[src/rtl/core_pkg.sv]
// Shared definitions for the core sequencer: opcodes, FSM state encoding,
// ALU operation codes and the opcode classification record.
package core_pkg;

  localparam logic [6:0] OP_R      = 7'b0110011;
  localparam logic [6:0] OP_I      = 7'b0010011;
  localparam logic [6:0] OP_JAL    = 7'b1101111;
  localparam logic [6:0] OP_JALR   = 7'b1100111;
  localparam logic [6:0] OP_LUI    = 7'b0110111;
  localparam logic [6:0] OP_AUIPC  = 7'b0010111;
  localparam logic [6:0] OP_BRANCH = 7'b1100011;
  localparam logic [6:0] OP_STORE  = 7'b0100011;
  localparam logic [6:0] OP_LOAD   = 7'b0000011;

  // Encoding 3'd7 is deliberately unnamed; the sequencer treats it as IDLE.
  typedef enum logic [2:0] {
    ST_IDLE      = 3'd0,
    ST_FETCH     = 3'd1,
    ST_DECODE    = 3'd2,
    ST_EXECUTE   = 3'd3,
    ST_MEMORY    = 3'd4,
    ST_WRITEBACK = 3'd5,
    ST_TRAP      = 3'd6
  } state_e;

  typedef enum logic [3:0] {
    ALU_ADD  = 4'd0,
    ALU_SUB  = 4'd1,
    ALU_SLL  = 4'd2,
    ALU_SLT  = 4'd3,
    ALU_SLTU = 4'd4,
    ALU_XOR  = 4'd5,
    ALU_SRL  = 4'd6,
    ALU_SRA  = 4'd7,
    ALU_OR   = 4'd8,
    ALU_AND  = 4'd9
  } alu_op_e;

  typedef struct packed {
    logic legal;
    logic is_mem;
    logic is_store;
    logic writes_rd;
  } op_class_t;

endpackage

[src/rtl/core_sequencer_if.sv]
// Control/handshake bundle between the core sequencer and its surroundings.
interface core_sequencer_if;

  logic        start;
  logic        halt_req;
  logic [6:0]  OPERATION;
  logic        imem_ready;
  logic        dmem_ready;
  logic        imem_req;
  logic        dmem_req;
  logic        dmem_we;
  logic        ir_load;
  logic        pc_wr_en;
  logic        rf_wr_gate;
  logic [2:0]  state;
  logic        busy;
  logic        trap;
  logic [31:0] retired;

  modport master (
    output start, halt_req, OPERATION, imem_ready, dmem_ready,
    input  imem_req, dmem_req, dmem_we, ir_load, pc_wr_en, rf_wr_gate,
    input  state, busy, trap, retired
  );

  modport slave (
    input  start, halt_req, OPERATION, imem_ready, dmem_ready,
    output imem_req, dmem_req, dmem_we, ir_load, pc_wr_en, rf_wr_gate,
    output state, busy, trap, retired
  );

endinterface

[src/rtl/core_sequencer_classifier.sv]
// Combinational opcode decode: legality, memory access, store and rd-write flags.
module opcode_classifier
  import core_pkg::*;
(
  input  logic [6:0] OPERATION,
  output op_class_t  cls
);

  always_comb begin
    cls = '0;
    case (OPERATION)
      OP_R, OP_I, OP_JAL, OP_JALR, OP_LUI, OP_AUIPC: begin
        cls.legal     = 1'b1;
        cls.writes_rd = 1'b1;
      end
      OP_LOAD: begin
        cls.legal     = 1'b1;
        cls.is_mem    = 1'b1;
        cls.writes_rd = 1'b1;
      end
      OP_STORE: begin
        cls.legal    = 1'b1;
        cls.is_mem   = 1'b1;
        cls.is_store = 1'b1;
      end
      OP_BRANCH: cls.legal = 1'b1;
      default: ;
    endcase
  end

endmodule

[src/rtl/core_sequencer.sv]
// Multi-cycle instruction sequencer: FETCH/DECODE/EXECUTE/[MEMORY]/WRITEBACK
// with a sticky TRAP on illegal opcodes and a retired-instruction counter.
module core_sequencer
  import core_pkg::*;
(
  input  logic             clock,
  input  logic             reset_n,
  core_sequencer_if.slave  bus
);

  state_e      state_q, state_d;
  logic        trap_q, trap_d;
  logic [31:0] retired_q, retired_d;
  op_class_t   cls;

  logic imem_req, dmem_req, dmem_we, ir_load, pc_wr_en, rf_wr_gate;

  opcode_classifier u_classifier (
    .OPERATION (bus.OPERATION),
    .cls       (cls)
  );

  always_ff @(posedge clock or negedge reset_n) begin
    if (!reset_n) begin
      state_q   <= ST_IDLE;
      trap_q    <= 1'b0;
      retired_q <= '0;
    end else begin
      state_q   <= state_d;
      trap_q    <= trap_d;
      retired_q <= retired_d;
    end
  end

  always_comb begin
    state_d    = state_q;
    trap_d     = trap_q;
    retired_d  = retired_q;
    imem_req   = 1'b0;
    dmem_req   = 1'b0;
    dmem_we    = 1'b0;
    ir_load    = 1'b0;
    pc_wr_en   = 1'b0;
    rf_wr_gate = 1'b0;
    case (state_q)
      ST_IDLE: if (bus.start) state_d = ST_FETCH;
      ST_FETCH: begin
        imem_req = 1'b1;
        if (bus.imem_ready) begin
          ir_load = 1'b1;
          state_d = ST_DECODE;
        end
      end
      ST_DECODE: state_d = ST_EXECUTE;
      ST_EXECUTE: begin
        if (!cls.legal) begin
          state_d = ST_TRAP;
          trap_d  = 1'b1;
        end else if (cls.is_mem) begin
          state_d = ST_MEMORY;
        end else begin
          state_d = ST_WRITEBACK;
        end
      end
      ST_MEMORY: begin
        dmem_req = 1'b1;
        dmem_we  = cls.is_store;
        if (bus.dmem_ready) state_d = ST_WRITEBACK;
      end
      ST_WRITEBACK: begin
        pc_wr_en   = 1'b1;
        rf_wr_gate = cls.writes_rd;
        retired_d  = retired_q + 32'd1;
        state_d    = bus.halt_req ? ST_IDLE : ST_FETCH;
      end
      // Only reset leaves TRAP; every request stays low here.
      ST_TRAP: state_d = ST_TRAP;
      default: state_d = ST_IDLE;
    endcase
  end

  assign bus.imem_req   = imem_req;
  assign bus.dmem_req   = dmem_req;
  assign bus.dmem_we    = dmem_we;
  assign bus.ir_load    = ir_load;
  assign bus.pc_wr_en   = pc_wr_en;
  assign bus.rf_wr_gate = rf_wr_gate;
  assign bus.state      = state_q;
  assign bus.busy       = (state_q != ST_IDLE) && (state_q != ST_TRAP);
  assign bus.trap       = trap_q;
  assign bus.retired    = retired_q;

endmodule

[src/flat_wrapper.sv]
// flat-port wrapper written by rule: the top's interface ports become plain ports
module core_sequencer_flat import core_pkg::*;
  (clock, reset_n, bus_start, bus_halt_req, bus_OPERATION, bus_imem_ready, bus_dmem_ready, bus_imem_req, bus_dmem_req, bus_dmem_we, bus_ir_load, bus_pc_wr_en, bus_rf_wr_gate, bus_state, bus_busy, bus_trap, bus_retired);
  core_sequencer_if bus_i ();
  input  logic clock;
  input  logic reset_n;
  input wire logic [$bits(bus_i.start)-1:0] bus_start;
  input wire logic [$bits(bus_i.halt_req)-1:0] bus_halt_req;
  input wire logic [$bits(bus_i.OPERATION)-1:0] bus_OPERATION;
  input wire logic [$bits(bus_i.imem_ready)-1:0] bus_imem_ready;
  input wire logic [$bits(bus_i.dmem_ready)-1:0] bus_dmem_ready;
  output wire logic [$bits(bus_i.imem_req)-1:0] bus_imem_req;
  output wire logic [$bits(bus_i.dmem_req)-1:0] bus_dmem_req;
  output wire logic [$bits(bus_i.dmem_we)-1:0] bus_dmem_we;
  output wire logic [$bits(bus_i.ir_load)-1:0] bus_ir_load;
  output wire logic [$bits(bus_i.pc_wr_en)-1:0] bus_pc_wr_en;
  output wire logic [$bits(bus_i.rf_wr_gate)-1:0] bus_rf_wr_gate;
  output wire logic [$bits(bus_i.state)-1:0] bus_state;
  output wire logic [$bits(bus_i.busy)-1:0] bus_busy;
  output wire logic [$bits(bus_i.trap)-1:0] bus_trap;
  output wire logic [$bits(bus_i.retired)-1:0] bus_retired;
  assign bus_i.start = bus_start;
  assign bus_i.halt_req = bus_halt_req;
  assign bus_i.OPERATION = bus_OPERATION;
  assign bus_i.imem_ready = bus_imem_ready;
  assign bus_i.dmem_ready = bus_dmem_ready;
  assign bus_imem_req = bus_i.imem_req;
  assign bus_dmem_req = bus_i.dmem_req;
  assign bus_dmem_we = bus_i.dmem_we;
  assign bus_ir_load = bus_i.ir_load;
  assign bus_pc_wr_en = bus_i.pc_wr_en;
  assign bus_rf_wr_gate = bus_i.rf_wr_gate;
  assign bus_state = bus_i.state;
  assign bus_busy = bus_i.busy;
  assign bus_trap = bus_i.trap;
  assign bus_retired = bus_i.retired;
  core_sequencer u_core (.clock(clock), .reset_n(reset_n), .bus(bus_i));
endmodule
[config.mk]
export PLATFORM = sky130hd
export DESIGN_NAME = core_sequencer_flat
export DESIGN_NICKNAME = d
export VERILOG_FILES = /design/src/rtl/core_pkg.sv /design/src/rtl/core_sequencer_if.sv /design/src/rtl/core_sequencer_classifier.sv /design/src/rtl/core_sequencer.sv /design/src/flat_wrapper.sv
export SDC_FILE = /design/constraint.sdc
export NUM_CORES = 1
export LEC_CHECK = 0
export ABC_AREA = 0
export CORE_MARGIN = 3
export CORE_UTILIZATION = 42
export DETAILED_ROUTE_END_ITERATION = 12
export GPL_ROUTABILITY_DRIVEN = 1
export PLACE_DENSITY = 0.76
export SYNTH_ARGS = -nofsm -noshare
export SYNTH_HDL_FRONTEND = slang
export SYNTH_HIERARCHICAL = 1
export SYNTH_SLANG_ARGS = --single-unit
export TNS_END_PERCENT = 5
[constraint.sdc]
create_clock -name clock -period 1.6 [get_ports clock]
set_input_delay 0.16 -clock clock [delete_from_list [all_inputs] [get_ports clock]]
set_output_delay 0.16 -clock clock [all_outputs]
set_load 0.05 [all_outputs]
* Yosys cells after proc, flatten, opt, wreduce, memory -nomap -nowiden
Cells that the tools add are included.
** Word-level totals
- Register bits after elaboration :: 36
- Bits of input ports :: 13
- Output and inout port bits :: 43
- Word-level logic and storage cells :: 50
** Operators by class
- $add $sub $neg :: 1
- Equal/unequal tests :: 19
- Mux-type cells :: 18
- Bitwise logic cells :: 1
- Reduce and logical (&&, ||, !) cells :: 8
** Operators by type and width (count)
- adder 32 x 1 -> 32 bit, second input constant :: 1
- == test 7 x 6 -> 1 bit, second input constant :: 3
- == test 7 bit, second input constant :: 3
- one-hot mux 3 bit (7 select lines) :: 1
- == test 7 x 5 -> 1 bit, second input constant :: 2
- two-way mux 1 bit :: 13
- two-way mux 3 bit :: 4
- == test 3 bit, second input constant :: 3
- OR reduction 9 bit :: 1
- == test 7 x 2 -> 1 bit, second input constant :: 1
- OR reduction 7 bit :: 1
- == test 3 x 2 -> 1 bit, second input constant :: 2
- inequality test 2 bit, second input constant :: 3
- == test 3 x 1 -> 1 bit, second input constant :: 1
- logical NOT 3 bit :: 1
- inequality test 3 bit, second input constant :: 1
- AND reduction 3 bit :: 1
- nonzero test 3 bit :: 1
- AND reduction 2 bit :: 1
- OR reduction 2 bit :: 1
- logical AND 1 bit :: 1
- inverter 1 bit :: 1

* Depth between registers and ports, before layout
Gate-level depths: netlist of run 1.
- Depth after elaboration :: 6
- Depth in mapped cells :: 7
- Depth with buffers taken out :: 7

* Modules after synthesis
Netlist of run 1, hierarchy kept.
** Modules (own cells, without submodules)
- core_sequencer :: times used 1, cells each 157, area each 1779.2 um2, seq. area each 900.9 um2
- opcode_classifier :: times used 1, cells each 15, area each 85.1 um2, seq. area each 0.0 um2

* Least setup slack after synthesis of run 1
No wires, ideal clock.
- Path kind :: register -> register
- Start point :: register u_core.state_q[0], in the netlist u_core/bus.state[0]
- End point :: register u_core.state_q[1], in the netlist u_core/bus.state[1]
- Library setup time :: 66 ps
- Data arrival time :: 2849 ps
- Required time :: 1534 ps
- Slack :: -1315 ps
- Stages on the path, launching flop included :: 5
- Path buffers :: 1
- Clock period less this slack :: 2915 ps
- Path through :: dfrtp_1 buf_4 nor3b_1 and2_1 a21o_1
** Between the ends
- Word-level cells in the longest chain between the ends :: 3
- Elaborated cells on any way between the ends :: 12
- Classes of those cells :: 9 x eq/ne; 1 x mux; 2 x reduce/logical
** Ends and longest elaborated chain
- from (decl) :: line core_sequencer.sv:11 : state_e state_q, state_d;
- from (signal assigned) :: line core_sequencer.sv:29 : state_q <= state_d;
- == test 3 bit, or another cell as far along :: line core_sequencer.sv:45 : case (state_q)
- inequality test 2 bit (no line)
- AND reduction 3 bit (no line)
Parallel ways exist; a longest one is shown, timed or not.
A chain may end at the register's enable or synchronous reset.

* Worst setup path after layout of run 1
- Start point :: register u_core.state_q[0], in the netlist u_core/bus.state[0]
- End point :: output bus_ir_load
** Between the ends
- Word-level cells in the longest chain between the ends :: 2
** Ends and longest elaborated chain
- == test 3 x 1 -> 1 bit :: line core_sequencer.sv:45
- two-way mux 1 bit :: line core_sequencer.sv:45
- to (decl) :: line flat_wrapper.sv:15 : output wire logic [$bits(bus_i.ir_load)-1:0] bus_ir_load;
Every way passes these cells.

==> results.toml, run 1 <==
[final_layout]
instances_no_fill = 308
fin_nets = 271
mostFrequentLayoutCell = "buf_4"
diodes = 0
fillCellCount = 327
syn2layout_area_growth_pct = 51.7
final_cell_mix = "buf_4, xnor2_1, dfrtp_2, dfrtp_1, nand2_1"
drive_above_1_share_pct = 44.6

[detailed_routing]
vias = 1635
ant_nets = 0
drtIter0Drc = 94
wl_per_cell_um = 14.3
vias_per_cell = 5.31
drt_wl_total_um = 4420
drc_errors = 0
drt_pass1_iterations = 4

[timing]
hold_ws_ns = 0.278
period_share_pct = 99.9
setup_viol = 0
rsz0062_at_grt = "yes"
tightest_slew_ns = 0.443
skew_ns = 0.0117
slew_viol_final = 0
min_period_ns = 1.60
slew_headroom_pct = 70.5
fmax_mhz = 626
hold_viol_final = 0

[placed_design]
portBuffers = 55
placed_cells = 294
place_congestion = 0.826
hpwl_um = 3310

[floorplan]
rows = 23
start_util_pct = 45.0
core-area_um2 = 4140
die_h_um = 72.6
io_pins = 56
die_x_um = 72.6
die_area_um2 = 5270

[critical_path]
crit_required_ns = 1.44
cp-end-kind = "output pin"
arrival_ns = 1.44
criticalPathCategory = "flop to output pin"
cp_max_fo = 6
cp-start-kind = "flop"

[yosys]
avgSynthCellArea_um2 = 10.8
yosysUniqueCellTypes = 37
synthCells = 172
synth_top_area_share_pct = 48.3
synth_area_um2 = 1860
syn_nets = 186
synth_area_leaders = "dfrtp_1, xnor2_1, nand4_1"
synth_top_area_cell = "dfrtp_1"
ys_seq_area_share_pct = 48.3
ys_seq_elements = 36
ys.warnings.count = 6

[status]
outcome = "complete, no violations"

[global_routing]
grt_overflow = 0
grt_max_degree = 37
grt_pass1_vias = 1580
grt_usage_pct = 17.6
grt_pass1_wl_um = 7410
antenna_found_initial = 0

[cts]
clk_path_buf_depth = 2
clock_latency_ns = 0.29
cts_tree = "yes"
numCtsBuffers = 5
path_clk_slew_ns = 0.08
cts-root-buf = "clkbuf_8"
clock-sinks = 36
htreeDepth = 2

[power]
p_per_area_nw_per_um2 = 1210
vdd_drop_max_mv = 1.18
p_leak_nw = 1.33

[flow_run]
maxCapViolations = 0

[worst_hold_path]
hold_class = "primary input to asynchronous set/reset pin"
[through the flow]
step | total power [mW] | worst slack [ns] | cell area [um^2] | setup TNS, ns | utilization [%]
final | 3.42 | 0.00135 | 2830 | 0 | 68.2
after global routing | 3.58 | -0.0537 | 2830 | -0.198 | 68.2
after CTS | 3.39 | 0.00166 | 2780 | 0 | 67.1
after detailed placement | 2.69 | -0.0341 | 2660 | -0.0639 | 64.2
after global placement | 2.66 | 0.0335 | 2660 | 0 | 64.2
after floorplan | 2.07 | -0.156 | 1920 | -2.48 | -
[sequential cells by signal, indices dropped and copies added, names as in the netlist]
name and count:
u_core/bus.state 3, u_core/bus.retired 32, u_core/bus.trap 1
[power breakdown]
| group | leakage [nW] | internal, mW | switching, mW |
|---|---|---|---|
| clock network | 0.0422 | 0.305 | 0.306 |
| logic | 0.827 | 0.764 | 0.911 |
| registers | 0.460 | 1.01 | 0.125 |
| total | 1.33 | 2.07 | 1.34 |
[timing repair]
action / 4_1_cts / 5_1_grt
endpoints found under the setup margin: 3 / 19
hold buffers: 0 / 0
pin swaps: 0 / 3
resized for setup: 1 / 7
buffers inserted: 5 / 1
[cells in the mapped netlist]
master	n
a21oi_2	1
nor3b_1	1
nor2_2	2
nor3b_2	1
and2_1	4
dfrtp_1	36
buf_4	1
and3_1	4
or3_4	1
o21ai_1	1
nand3_2	1
nand4_1	15
o32ai_1	1
a21oi_1	3
mux2_2	1
nand3b_1	1
nand3b_4	1
and4_1	2
or2b_1	2
buf_6	2
nand3_1	9
nand2b_1	1
nand4b_4	1
nand4b_1	2
and3b_1	1
nor3_2	2
o31ai_1	1
nand2_1	16
nor4_4	2
xnor2_1	27
ha_1	1
o21ai_0	5
nor2_1	5
inv_1	7
xor2_1	5
a21o_1	1
nor3_1	5
[per-layer routing]
layer  up-vias  track usage, %  wire, um  share of wire (%)
met4         0            4.92        54                1.2
met1       798            22.7      1810                 41
met5         -               0         0                  0
met2        56            29.4      2240                 51
li1        775               -         -                  -
met3         6            4.55       314                7.1
[critical path: stages (launching register included)]
cell	delay, ns
dfrtp_2	0.45
buf_6	0.14
buf_6	0.12
nor3b_4	0.14
and2_4	0.17
buf_12	0.14
[final timing paths]
kind	slack, ns	to	from	cells past startpoint
max	0.001	bus_ir_load	u_core/bus.state[0]	5
min reg2reg	0.49	u_core/bus.retired[11]	u_core/bus.retired[11]	1
min in group clock	0.49	u_core/bus.retired[11]	u_core/bus.retired[11]	1
max in group asynchronous	0.97	u_core/bus.retired[13]	reset_n	2
min	0.28	u_core/bus.retired[7]	reset_n	2
max reg2reg	0.12	u_core/bus.retired[28]	u_core/bus.retired[9]	5
[logic make-up after synthesis]
group,Yosys count,share of synthesized area [%]
muxes,1,0.604
DFF,36,48.3
AOI/OAI and AO/OA,13,4.16
adders and majority gates,1,0.671
buffers and inverters,10,3.02
and+or+nand+nor,79,28.2
xor gates and xnor gates,32,15.0
[final cells by class]
class / count / area [um^2] / area share [%]
Clock buffer: 7 / 76.3 / 2.70
Multi-Input combinational cell: 126 / 968 / 34.2
Sequential cell: 36 / 923 / 32.7
Tap cell: 50 / 62.6 / 2.21
Timing Repair Buffer: 81 / 762 / 26.9
Clock inverter: 1 / 5.00 / 0.177
Inverter: 7 / 30.0 / 1.06
(Power assumes the default switching activity.)
==> run 2, diff against run 1 <==
CORE_UTILIZATION = 47   (was 42)
PLACE_DENSITY = 0.81   (was 0.76)
clock period = 1.75 ns   (was 1.6 ns; I/O delays follow)
==> run 2 against run 1 <==
Compared with the run above: sequential share of layout area rose by 0.63 points; utilization rose by 4.9 points; combinational power fell by 21%; cell count fell by 4.9%; sequential power fell by 8%.
==> results.toml, run 2 (synthesis gave the netlist of run 1 again) <==
[global_routing]
grt_pass1_vias = 1518
grt_max_degree = 37
grt_pass1_wl_um = 7200
antenna_found_initial = 0
grt_overflow = 0
grt_usage_pct = 20.9

[cts]
hold_buffers = 0
clk_path_buf_depth = 2
cts-root-buf = "clkbuf_8"
numCtsBuffers = 5
path_clk_slew_ns = 0.07
clock-sinks = 36
cts_tree = "yes"
clock_latency_ns = 0.29
htreeDepth = 2

[critical_path]
cp-start-kind = "flop"
r2r_cells = 5
arrival_ns = 1.53
crit_required_ns = 1.57
r2r_slack_ns = 0.12
r2r-end = "u_core/bus.retired[10]"
crit_end = "bus_dmem_we"
criticalPathCategory = "flop to output pin"
crit_path_start = "u_core/bus.state[0]"
cp_max_fo = 11
cp-end-kind = "output pin"
timing.rr.start = "u_core/bus.retired[0]"

[final_layout]
drive_above_1_share_pct = 27.8
fin_nets = 258
mostFrequentLayoutCell = "dfrtp_1"
syn2layout_area_growth_pct = 46.8
final_cell_area_um2 = 2740
final_cell_mix = "dfrtp_1, xnor2_1, buf_4"
diodes = 0
largest_reg_flops = 32

[power]
p_switching_mw = 1.19
p_per_area_nw_per_um2 = 1090
vdd_drop_max_mv = 0.951
p_int_mw = 1.79
p_leak_nw = 1.40
clockPowerShare_pct = 20.5
p_sw_share_pct = 39.9
power_frac_comb_pct = 44.5
seq_power_share_pct = 35.0
p_total_mw = 2.97

[detailed_routing]
ant_nets = 0
drc_errors = 0
drtIter0Drc = 67
vias = 1520
vias_per_cell = 5.19
wl_per_cell_um = 14.5
drt_wl_total_um = 4240
drt_pass1_iterations = 4

[timing]
min_period_ns = 1.70
fmax_mhz = 587
rsz0062_at_grt = "yes"
hold_ws_ns = 0.301
hold_viol_final = 0
skew_ns = 0.00410
period_share_pct = 97.4
slew_headroom_pct = 65.5
setup_viol = 0
tightest_slew_ns = 0.516
slew_viol_final = 0

[flow_run]
maxCapViolations = 0

[status]
outcome = "complete, no violations"

[placed_design]
place_area_um2 = 2590
hpwl_um = 3060
place_congestion = 0.786
portBuffers = 55

[floorplan]
die_h_um = 69.0
start_util_pct = 49.8
io_pins = 56
die_x_um = 69.0
die_area_um2 = 4760
core-area_um2 = 3740
rows = 22

[worst_hold_path]
hold_class = "primary input to asynchronous set/reset pin"
[run 2: cell types whose count changed in the layout (fill, tap and decap cells not counted), moves of 2 or more]
| cell | before | now |
|---|---|---|
| dfrtp_1 | 18 | 28 |
| buf_6 | 3 | 0 |
| dlymetal6s2s_1 | 0 | 10 |
| buf_12 | 9 | 7 |
| clkdlybuf4s50_1 | 12 | 25 |
| buf_4 | 57 | 26 |
| dfrtp_2 | 18 | 8 |
| clkbuf_1 | 2 | 0 |
[run 2: worst min-delay path by stage]
stage / startpoint / to / slack [ns] / cells past startpoint
floorplan: reset_n / u_core/bus.retired[0] / -0.12 / 0
global placement: u_core/bus.trap / u_core/bus.trap / 0.45 / 2
detailed placement: u_core/bus.trap / u_core/bus.trap / 0.46 / 2
CTS: reset_n / u_core/bus.retired[3] / 0.31 / 2
global route: reset_n / u_core/bus.retired[5] / 0.34 / 2
finish: reset_n / u_core/bus.retired[19] / 0.30 / 2
[run 2: worst max-delay path, stage by stage (launching register included)]
cell     delay (ns)
dfrtp_2        0.50
or2b_1         0.30
nor2_4         0.12
and2_2         0.18
buf_12         0.13
[run 2: power groups by stage]
stage / logic [mW] / clock network (mW) / registers, mW
after floorplan: 0.624 / 0 / 1.25
after global placement: 1.23 / 0 / 1.07
after detailed placement: 1.24 / 0 / 1.08
after CTS: 1.33 / 0.625 / 1.04
after global routing: 1.40 / 0.667 / 1.06
final: 1.32 / 0.610 / 1.04
[run 2: timing repair]
action | CTS | global route
buffers inserted | 4 | 0
pin swaps | 0 | 1
resized for setup | 0 | 11
setup endpoints to repair | 1 | 13
[run 2: final cells by class]
cell class / instances / area, um^2
Clock inverter: 2 / 10.0
Sequential cell: 36 / 911
Timing Repair Buffer: 68 / 711
Multi-Input combinational cell: 126 / 932
Fill cell: 294 / 1010
Clock buffer: 6 / 82.6
Inverter: 7 / 30.0
Tap cell: 48 / 60.1
[run 2: through the flow]
step                      cells  worst slack [ns]  setup TNS (ns)  util, %
after floorplan             172            -0.111           -1.58        -
after global placement      281            0.0940               0     69.1
after detailed placement    281            0.0508               0     69.1
after CTS                   293           0.00474               0     72.4
after global routing        293           -0.0316         -0.0386     73.1
final                       293            0.0454               0     73.1
[run 2: per-layer routing]
metal	vias to the layer above	routed length [um]	global-route usage, %
met5	-	0	0
met4	0	114	10.5
met3	11	236	7.29
met2	49	2170	35.1
met1	712	1720	23.4
li1	748	-	-
==> run 3, diff against run 2 <==
PLACE_DENSITY = 0.82   (was 0.81)
==> run 3 against run 2 <==
Compared with the run above: flip-flop and latch count unchanged; power is 4.1% higher; register-to-register slack better by 0.03 ns; fmax increased by 0.18%; utilization grew 1.0 points; critical path type unchanged.
==> results.toml, run 3 (synthesis gave the netlist of run 1 again) <==
[critical_path]
timing.rr.start = "u_core/bus.retired[0]"
criticalPathCategory = "flop to output pin"
crit_path_start = "u_core/bus.state[0]"
crit_required_ns = 1.57
arrival_ns = 1.53
slowest_stage = "dfrtp_2"
cp-end-kind = "output pin"
r2r_cells = 6
cpPeakStageDelay_ns = 0.50
cp_max_fo = 11
cp-start-kind = "flop"
path_cells = "or2b_1, nor2_4, and2_2, buf_12"

[global_routing]
antenna_found_initial = 0
grt_max_degree = 37
grt_pass1_wl_um = 7620
grt_overflow = 0
grt_usage_pct = 21.7
grt_pass1_vias = 1629

[floorplan]
io_pins = 56
die_x_um = 69.0
die_h_um = 69.0
core-area_um2 = 3740
rows = 22
start_util_pct = 49.8
die_area_um2 = 4760

[timing]
period_share_pct = 97.2
hold_ws_ns = 0.310
tightest_slew_ns = 0.509
setup_viol = 0
rsz0062_at_grt = "yes"
hold_viol_final = 0
slew_viol_final = 0
tns_ns = 0
min_period_ns = 1.70
skew_ns = 0.00479
layout_setup_ws_ns = 0.0485
slew_headroom_pct = 66.0
fmax_mhz = 588

[cts]
clock_latency_ns = 0.28
cts_tree = "yes"
cts-root-buf = "clkbuf_8"
clk_path_buf_depth = 2
path_clk_slew_ns = 0.07
clock-sinks = 36
numCtsBuffers = 5
htreeDepth = 2
hold_buffers = 0

[power]
p_sw_share_pct = 38.0
p_switching_mw = 1.17
clockPowerShare_pct = 22.8
p_leak_nw = 1.29
vdd_drop_max_mv = 1.29
p_int_mw = 1.92
seq_power_share_pct = 33.7
p_total_mw = 3.09
power_frac_comb_pct = 43.5
p_per_area_nw_per_um2 = 1110

[final_layout]
diodes = 0
instances_no_fill = 296
multi_input_area_um2 = 937
syn2layout_area_growth_pct = 48.8
largest_reg_flops = 32
fillCellCount = 281
seq_area_um2 = 911
mostFrequentLayoutCell = "clkdlybuf4s50_1"
drive_above_1_share_pct = 28.6
final_cell_mix = "clkdlybuf4s50_1, buf_4, dfrtp_1"
fin_nets = 261

[placed_design]
place_congestion = 0.803
pre_cts_ws_ns = 0.0529
portBuffers = 55
placed_cells = 284
hpwl_um = 3200

[detailed_routing]
drt_pass1_iterations = 4
vias_per_cell = 5.24
drt_wl_total_um = 4380
wl_per_cell_um = 14.8
drtIter0Drc = 134
vias = 1550
drc_errors = 0
ant_nets = 0

[flow_run]
maxCapViolations = 0

[status]
outcome = "complete, no violations"

[worst_hold_path]
hold_class = "primary input to asynchronous set/reset pin"
-- run 3: changes by cell type in the layout (fill, tap and decap cells not counted) --
cell	before	now
buf_12	7	8
clkbuf_8	6	5
clkbuf_1	0	1
dlymetal6s2s_1	10	3
clkdlybuf4s50_1	25	32
nor3_2	2	3
buf_4	26	28
clkinv_2	2	1
bufinv_16	0	1
nor3_1	5	4
-- run 3: critical path: cells and delay by family, from the launching register on --
kind	cells	cell delay (ns)
flip-flops	1	0.50
AND/OR/NAND/NOR	3	0.61
buffers and inverters	1	0.13
-- run 3: power groups by stage --
stage | clock network (mW) | registers, mW | logic (mW)
floorplan | 0 | 1.25 | 0.624
global placement | 0 | 1.07 | 1.23
detailed placement | 0 | 1.08 | 1.23
CTS | 0.726 | 1.05 | 1.35
global route | 0.763 | 1.06 | 1.42
finish | 0.704 | 1.04 | 1.34
-- run 3: final cells by class --
class	count	area share (%)
flip-flops and latches	36	32.8
clock buffers	6	2.62
inverters	7	1.08
repair buffers	71	26.3
multi-input cells	126	33.8
well taps	48	2.17
clock inverters	2	1.26
-- run 3: worst paths after layout --
path	slack, ns	endpoint
setup / recovery	0.05	bus_dmem_we
hold / removal	0.31	u_core/bus.retired[13]
setup reg to reg	0.15	u_core/bus.retired[22]
hold reg to reg	0.48	u_core/bus.retired[31]
max in group asynchronous	1.10	u_core/bus.state[2]
min in group clock	0.48	u_core/bus.retired[31]
-- run 3: through the flow --
stage          utilization (%)  cell area, um^2
3_5_place_dp              69.7             2610
4_1_cts                   73.7             2760
3_3_place_gp              69.7             2610
6_report                  74.1             2770
2_1_floorplan                -             1900
5_1_grt                   74.1             2770
-- run 3: timing repair --
item	4_1_cts	5_1_grt
pin swaps	0	1
endpoints found under the setup margin	1	11
resized for setup	0	5
buffers inserted	4	0
-- run 3: routing by layer --
metal  vias up  global-route usage, %  share of wire (%)  wire length [um]
met3         4                   6.65                4.9               214
met5         -                      0                  0                 0
met1       747                   26.3                 42              1840
met4         0                   8.52                1.4                61
met2        42                   36.0                 52              2260
li1        757                      -                  -                 -
==> edit (settings of run 3) <==
Reset style: synchronous (`reset_n`), changed in one clocked block.
--- a/src/rtl/core_sequencer.sv
+++ b/src/rtl/core_sequencer.sv
@@ -20,7 +20,7 @@
     .cls       (cls)
   );
 
-  always_ff @(posedge clock or negedge reset_n) begin
+  always_ff @(posedge clock) begin
     if (!reset_n) begin
       state_q   <= ST_IDLE;
       trap_q    <= 1'b0;
Function: differs if reset_n is asserted again (counterexample within 4 cycles, from zero or initial values and one cycle with reset_n low); with reset_n held inactive, the same outputs for 10 cycles.
==> edit against run 3 <==
Synthesized area increased by 2.3%. Design area is 16% higher. Cell count up 33%. Routed wire length increased by 40%. Sequential cell count stayed put. Setup slack got worse by 290 ps. The flow now finishes with violations (setup timing). Fmax down 14%. Core utilization up 11 points. Critical path type is now reg2reg. Highest routed layer unchanged.
Power is not compared: it rests on default switching activity, and its combinational part moved more than twofold at a synthesized area within 25%.
==> edit: results (changes against run 3) <==
| Metric | Value |
|---|---|
| Status | `complete, but fails checks` |
| Failing checks | `setup timing` |
| Placed cell count | `377 (+33%)` |
| GRT met3 Usage | `6.087% (-0.56 points)` |
| Syn Nets | `246 (+32%)` |
| GP Congestion | `0.8024 (about the same)` |
| Async SR Flop Fraction | `0% (-100 points)` |
| M1 WL | `2.558 mm (+39%)` |
| Slew @ Worst Pin | `507.1 ps (-1.429 ps)` |
| Synth Area per Inst | `8.219 um^2 (-24%)` |
| Sequential-to-total area share from yosys stat | `37.80% (-11 points)` |
| Largest net degree at the start of global routing | `14 (-62%)` |
| Comb pwr share | `around a fifth` |
| Worst hold margin | `475.3 ps (+164.8 ps)` |
| Routed met3 length | `384 um (+79%)` |
| First DRT Iteration DRCs | `256 (+91%)` |
| Fillers | `219 (-22%)` |
| Dpl hpwl | `4.132 mm (+29%)` |
| Worst Path Arrival | `2150 ps (+620 ps)` |
| Crit end category | `register` |
| DP Area | `2965 um^2 (+14%)` |
| HP Class | `reg2reg` |
| Global Route met2 Usage | `41.10% (+5.1 points)` |
| Synth top area cells | `dfxtp_1 38%, a21oi_1 7.1%, or4_1 5.1%, nand4_1 4.9%, o31ai_1 4.3%` |
| Critical Path Fanout Max | `4 (-7)` |
| Reg2reg start | `u_core/bus.state[0]` |
| GRT Overall Usage | `23.67% (+2.0 points)` |
| Worst-path clk slew | `70 ps (about the same)` |
| CP startpoint kind | `register` |
| M1 GR Usage | `27.89% (+1.5 points)` |
| Distinct cells, synth | `46 (+24%)` |
| Final net count | `360 (+38%)` |
| Vias in the first global route | `2165 (+33%)` |
| DRT Pass-1 Iters | `4 (unchanged)` |
| Post-Layout Cell Count | `395 (+33%)` |
| Final WS setup | `-236.9 ps (-285.4 ps)` |
| Routed length per instance | `15.55 um (+5.2%)` |
| Total number of vias | `2295 (+48%)` |
| Worst-skew pair later-pin latency | `280 ps (about the same)` |
| First-pass GRT wire length | `9.563 mm (+25%)` |
| Leakage power | `roughly 0.0012 uW` |
| Clk_skew | `12.20 ps (+7.402 ps)` |
| Met2 WL | `3.047 mm (+35%)` |
| Final setup fails | `17 (+17)` |
| Top cells by count, synth | `36 x dfxtp_1, 27 x a21oi_1, 17 x nor2_1, 15 x nand2_1, 15 x nand4_1` |
| RR Endpoint | `u_core/bus.retired[23]` |
| Share of cells above drive strength 1 | `45.24% (+17 points)` |
==> edit: cell types whose count changed in the layout (fill, tap and decap cells not counted), sizes merged, moves of 6 or more <==
cell           change
o31ai             +10
or3                +6
buf               +58
nor2              +11
or4               +15
dfxtp             +36
dfrtp             -36
xnor2             -18
clkdlybuf4s50     -11
a21oi             +24
==> edit: repair_timing <==
| item | 4_1_cts | 5_1_grt |
|---|---|---|
| pin swaps | 9 | 7 |
| gates cloned | 2 | 1 |
| buffers inserted | 4 | 3 |
| endpoints found under the setup margin | 18 | 24 |
| gates resized for setup | 10 | 13 |
==> edit: per-stage QoR <==
| stage | util [%] | power [uW] | setup slack (ps) | TNS [ps] |
|---|---|---|---|---|
| final | 84.97 | 1730 | -236.9 | -2065 |
| after CTS | 82.91 | 1724 | -125.6 | -1344 |
| after global routing | 84.97 | 1802 | -264.3 | -3139 |
| after detailed placement | 78.63 | 1170 | -165.6 | -1638 |
| after floorplan | - | 1033 | -211.2 | -2967 |
| after global placement | 78.63 | 1166 | -136.1 | -1320 |
==> edit: worst max-delay path, cell delays in order, from the launching register on <==
cell     delay, ps
dfxtp_2        360
nand4_1        150
or4_4          590
buf_2          180
buf_4          140
o31ai_1        340
a21oi_2        100
==> edit: cell families after synthesis <==
group / share of synthesized area, %
buffers and inverters: 4.856
AOI/OAI and AO/OA: 16.60
and+or+nand+nor: 33.53
xor gates and xnor gates: 5.512
DFF: 37.80
muxes: 1.050
adders and majority gates: 0.6561
==> edit: final cells by class <==
class	instances	area, um^2	area share [%]
clock inverters	1	5.005	0.1562
well taps	48	60.06	1.874
inverters	8	32.53	1.015
clock buffers	7	76.32	2.382
flip-flops and latches	36	802.0	25.03
repair buffers	117	1033	32.25
multi-input cells	178	1195	37.29
